### config.mk
export PLATFORM = sky130hd
export DESIGN_NAME = byte_unstriping
export DESIGN_NICKNAME = d
export VERILOG_FILES = /design/src/rtl/byte_unstriping_pkg.sv /design/src/rtl/unstrip_acc.sv /design/src/rtl/byte_unstriping.sv
export SDC_FILE = /design/constraint.sdc
export NUM_CORES = 1
export LEC_CHECK = 0
export BUFFER_PORTS_ARGS = -buffer_cell sky130_fd_sc_hd__clkbuf_2
export CAP_MARGIN = 20
export CELL_PAD_IN_SITES_DETAIL_PLACEMENT = 0
export CELL_PAD_IN_SITES_GLOBAL_PLACEMENT = 1
export CORE_MARGIN = 2
export CORE_UTILIZATION = 37
export CTS_CLUSTER_DIAMETER = 150
export DETAILED_ROUTE_END_ITERATION = 8
export PLACE_DENSITY_LB_ADDON = 0.1
export SLEW_MARGIN = 10
export SYNTH_ARGS = -nofsm -noshare
export SYNTH_HDL_FRONTEND = slang
export SYNTH_SLANG_ARGS = --single-unit
### constraint.sdc
create_clock -name clk -period 1.9 [get_ports clk]
set_input_delay 0.19 -clock clk [delete_from_list [all_inputs] [get_ports clk]]
set_output_delay 0.19 -clock clk [all_outputs]
set_load 0.02 [all_outputs]
### src/rtl/byte_unstriping_pkg.sv
// Shared lane-striping definitions: mode codes
// and bytes-per-word lookup (striper and unstriper).
package byte_unstriping_pkg;

  localparam logic [1:0] MODE_8  = 2'b00;
  localparam logic [1:0] MODE_16 = 2'b01;
  localparam logic [1:0] MODE_32 = 2'b10;

  // 2'b11 aliases the 8-bit mode
  function automatic logic [1:0] norm_mode(
    input logic [1:0] s
  );
    return (s == 2'b11) ? MODE_8 : s;
  endfunction

  function automatic logic [2:0] bytes_per_word(
    input logic [1:0] s
  );
    logic [2:0] n;
    n = 3'd1;
    unique case (1'b1)
      (s == MODE_16): n = 3'd2;
      (s == MODE_32): n = 3'd4;
      default:        n = 3'd1;
    endcase
    return n;
  endfunction

endpackage

### src/rtl/unstrip_acc.sv
// 24-bit MSB-first byte shift accumulator.
// Ports: clk, reset(sync low), clr, shift, din, acc.
module unstrip_acc (
  input  logic        clk,
  input  logic        reset,
  input  logic        clr,
  input  logic        shift,
  input  logic [7:0]  din,
  output logic [23:0] acc
);

  // clr+shift starts a fresh word with din
  always_ff @(posedge clk) begin
    if (!reset) begin
      acc <= '0;
    end else if (clr) begin
      acc <= shift ? {16'h0, din} : 24'h0;
    end else if (shift) begin
      acc <= {acc[15:0], din};
    end
  end

endmodule

### src/rtl/byte_unstriping.sv
// Rebuilds 8/16/32-bit words from a byte stream.
// Ports: clk, reset, enb, valid_in, entrada, S ->
//   salida8/16/32, valid_out, parcial.
module byte_unstriping
  import byte_unstriping_pkg::*;
#(
  parameter int BYTE_W = 8,
  parameter int MODE_W = 2
) (
  input  logic              clk,
  input  logic              reset,
  input  logic              enb,
  input  logic              valid_in,
  input  logic [BYTE_W-1:0] entrada,
  input  logic [MODE_W-1:0] S,
  output logic [7:0]        salida8,
  output logic [15:0]       salida16,
  output logic [31:0]       salida32,
  output logic              valid_out,
  output logic              parcial
);

  logic [1:0]  cnt;
  logic [1:0]  cnt_eff;
  logic [1:0]  cnt_nxt;
  logic [1:0]  s_q;
  logic [1:0]  sn;
  logic [2:0]  n;
  logic        mode_chg;
  logic        accept;
  logic        last;
  logic        acc_clr;
  logic        acc_shift;
  logic [23:0] acc;

  assign sn       = norm_mode(S);
  assign n        = bytes_per_word(sn);
  assign mode_chg = (sn != s_q);
  // a mode switch drops the partial word
  assign cnt_eff  = mode_chg ? 2'd0 : cnt;
  assign accept   = enb & valid_in;
  assign last     = ({1'b0, cnt_eff} == n - 3'd1);

  assign acc_clr   = enb & (mode_chg | (accept & last));
  assign acc_shift = accept & ~last;

  always_comb begin
    cnt_nxt = cnt_eff;
    if (accept) begin
      cnt_nxt = last ? 2'd0 : cnt_eff + 2'd1;
    end
  end

  unstrip_acc u_acc (
    .clk   (clk),
    .reset (reset),
    .clr   (acc_clr),
    .shift (acc_shift),
    .din   (entrada),
    .acc   (acc)
  );

  always_ff @(posedge clk) begin
    if (!reset) begin
      cnt       <= '0;
      s_q       <= MODE_8;
      salida8   <= '0;
      salida16  <= '0;
      salida32  <= '0;
      valid_out <= 1'b0;
      parcial   <= 1'b0;
    end else if (enb) begin
      s_q       <= sn;
      cnt       <= cnt_nxt;
      parcial   <= (cnt_nxt != 2'd0);
      valid_out <= accept & last;
      if (accept && last) begin
        unique case (1'b1)
          (sn == MODE_32): salida32 <= {acc, entrada};
          (sn == MODE_16): salida16 <= {acc[7:0], entrada};
          default:         salida8  <= entrada;
        endcase
      end
    end else begin
      valid_out <= 1'b0;
    end
  end

endmodule
==> results.py <==
metrics = {
    "route": {
        "wl_per_cell_um": 13.9,
        "drc_errors": 0,
        "via_per_inst": 4.80,
        "first_pass_iters": 4,
        "via_count": 2612,
        "ant_nets": 0,
        "drt_iter0_drc": 85,
        "drt_wl_total_um": 7540,
    },
    "finish": {
        "fillers": 924,
        "nNetsFinal": 445,
        "final_util": 0.462,
        "design_area_um2": 4230,
        "diodes": 0,
        "area_growth_pct": 22.6,
        "final_layout_size_suffix_gt1_frac": 0.268,
    },
    "power_and_ir_drop": {
        "leakagePower_nw": 1.84,
        "power_density_nw_per_um2": 788,
        "ir_worst_vdd_v": 0.000355,
        "fin_total_pwr_mw": 3.33,
    },
    "yosys": {
        "synth_edf_count": 0,
        "yosysSeqAreaShare": 0.499,
        "syn_nets": 366,
        "synth_common_cells": "93 x nand2_1, 86 x dfxtp_1, 74 x mux2i_1",
        "synth_area_um2": 3450,
        "synth_top_area_frac": 0.499,
        "postSynthAreaPerCell_um2": 9.88,
        "synth_most_common_cell": "nand2_1",
        "yosysWarningCount": 0,
        "synth_seq_cells": 86,
        "synth_area_leader_cell": "dfxtp_1",
        "ys_types": 31,
        "synth-main-ff-cell": "dfxtp_1",
        "ys_top_cells_by_area": "dfxtp_1 50%, mux2i_1 21%, nand2_1 10%",
        "ys_async_sr_fraction": 0,
        "syn_inst": 349,
    },
    "grt": {
        "grtUsageTotal": 0.153,
        "globalRouteOverflowTotal": 0,
        "grt_max_degree": 44,
        "grt_pass1_wl_um": 11900,
        "grt_pass1_vias": 2342,
        "grt_antenna_before_repair": 0,
    },
    "timing": {
        "worst_slew_pin_slew_ns": 0.360,
        "setup_viol": 0,
        "max_freq_mhz": 559,
        "whs_ns": 0.191,
        "drv_slew": 0,
        "finalHoldViolations": 0,
        "clock_skew_ns": 0.00992,
        "rsz0062_at_grt": "false",
        "timing.final.crit_share": 0.941,
        "period_minus_slack_ns": 1.79,
        "setup_tns_ns": 0,
        "maxSlewHeadroom": 0.760,
    },
    "cts": {
        "cts_buffer_depth": 2,
        "cts-htree-levels": 3,
        "cts_num_sinks": 86,
        "holdBufCountCts": 0,
        "cts.reportedPaths.clkPinSlew_ns": 0.09,
        "cts_made_buffers": 9,
        "cts_tree": "yes",
        "clk_latency_ns": 0.35,
        "cts_root_buf": "clkbuf_8",
    },
    "floorplanning": {
        "num_io_pins": 72,
        "die_h_um": 101,
        "dieArea_um2": 10100,
        "rows": 35,
        "core_area_um2": 9150,
        "die_w_um": 101,
        "start_util": 0.377,
    },
    "critical_path": {
        "worst_setup_path_end_kind": "flip-flop",
        "timing.rr.start": "s_q[0]$_SDFFE_PN0P_",
        "startpoint_type": "flip-flop",
        "cp_data_arrival_time_ns": 2.07,
        "path_max_fanout": 13,
        "setup.worst_path.class": "reg -> reg",
        "r2r_cells": 7,
        "r2r_setup_slack_ns": 0.11,
        "worstPathRequired_ns": 2.18,
        "r2r_end": "u_acc.acc[16]$_SDFFE_PN0P_",
    },
    "outcome": {
        "status": "finished clean",
    },
    "hold_path": {
        "min_to": "salida8[0]$_SDFFE_PN0P_",
        "hold_start": "entrada[0]",
        "whs_path_depth": 3,
        "hp-class": "in -> reg",
    },
    "placement": {
        "place.detailed.hpwl_um": 5250,
        "io_buffers": 71,
        "place_congestion": 0.767,
        "place_area_um2": 4040,
    },
    "flow_run": {
        "maxCapViolCount": 0,
    },
}
## per-layer routing
layer | routed length, um | vias up | track usage | part of all wire
met5 | 0 | - | 0 | 0
met4 | 108 | 0 | 0.0632 | 0.014
met2 | 3280 | 54 | 0.220 | 0.44
li1 | - | 1338 | - | -
met3 | 334 | 9 | 0.0347 | 0.044
met1 | 3820 | 1211 | 0.220 | 0.51
## worst max path at each step
stage / startpoint / to / slack, ns / cells past startpoint
CTS: s_q[0]$_SDFFE_PN0P_ / u_acc.acc[20]$_SDFFE_PN0P_ / 0.12 / 7
finish: s_q[0]$_SDFFE_PN0P_ / u_acc.acc[16]$_SDFFE_PN0P_ / 0.11 / 7
detailed placement: S[1] / u_acc.acc[13]$_SDFFE_PN0P_ / -0.08 / 10
global route: s_q[0]$_SDFFE_PN0P_ / u_acc.acc[13]$_SDFFE_PN0P_ / 0.002 / 7
global placement: S[1] / u_acc.acc[23]$_SDFFE_PN0P_ / -0.05 / 10
floorplan: S[1] / u_acc.acc[16]$_SDFFE_PN0P_ / 0.01 / 9
## flip-flops by register name, summed over array words and instances, names as in the netlist
signal,count
parcial,1
salida8,8
cnt,2
salida32,32
u_acc.acc,24
valid_out,1
salida16,16
s_q,2
## where the power goes
part           internal (mW)  total (mW)  switching [mW]
logic                  0.133       0.321           0.188
clock network          0.512        1.17           0.656
registers               1.82        1.84          0.0150
total                   2.47        3.33           0.859
## cell type report
| type | count | area (um^2) | area share |
|---|---|---|---|
| clock buffers | 11 | 141 | 0.0335 |
| well taps | 111 | 139 | 0.0329 |
| inverters | 4 | 15.0 | 0.00355 |
| repair buffers | 93 | 623 | 0.147 |
| flip-flops and latches | 86 | 1720 | 0.407 |
| multi-input cells | 234 | 1550 | 0.367 |
| clock inverters | 5 | 35.0 | 0.00829 |
## placed cells by master (no fill, tap or decap), drive strengths merged, types with 4 or more instances in the layout
cell type and n:
nand2 93, dfxtp 86, clkbuf 81, mux2i 74, nand3 28, buf 23
o22ai 8, o21ai 5, inv 4, xnor2 4, clkinv 4
## through the flow
stage	setup slack, ns	cells
after global routing	0.00194	544
after global placement	-0.0468	528
after detailed placement	-0.0831	528
final	0.113	544
after CTS	0.117	544
after floorplan	0.0143	349
## what timing repair did
| item | CTS | global route |
|---|---|---|
| endpoints found under the setup margin | 0 | 1 |
| buffers inserted | 0 | 0 |
| resized for setup | 0 | 1 |
| hold endpoints to repair | 0 | 0 |
## cells by family (layout without fill, tap and decap cells)
logic type,after synthesis,count (layout),synth area share
AND/OR/NAND/NOR,132,132,0.167
flip-flops,86,86,0.499
multiplexers,74,74,0.215
buffers and inverters,29,113,0.0533
AO/OA/AOI/OAI,20,20,0.0421
XOR/XNOR,5,5,0.0127
adder cells (fa/ha/maj),3,3,0.0109
## worst max-delay path: stages, from the launching register on
cell     delay, ns
dfxtp_1       0.36
xor2_1        0.19
or3_1         0.37
o211a_1       0.16
buf_4         0.15
nor2_2        0.14
buf_12        0.17
mux2i_1       0.18
Power figures use the tool's default switching activity.
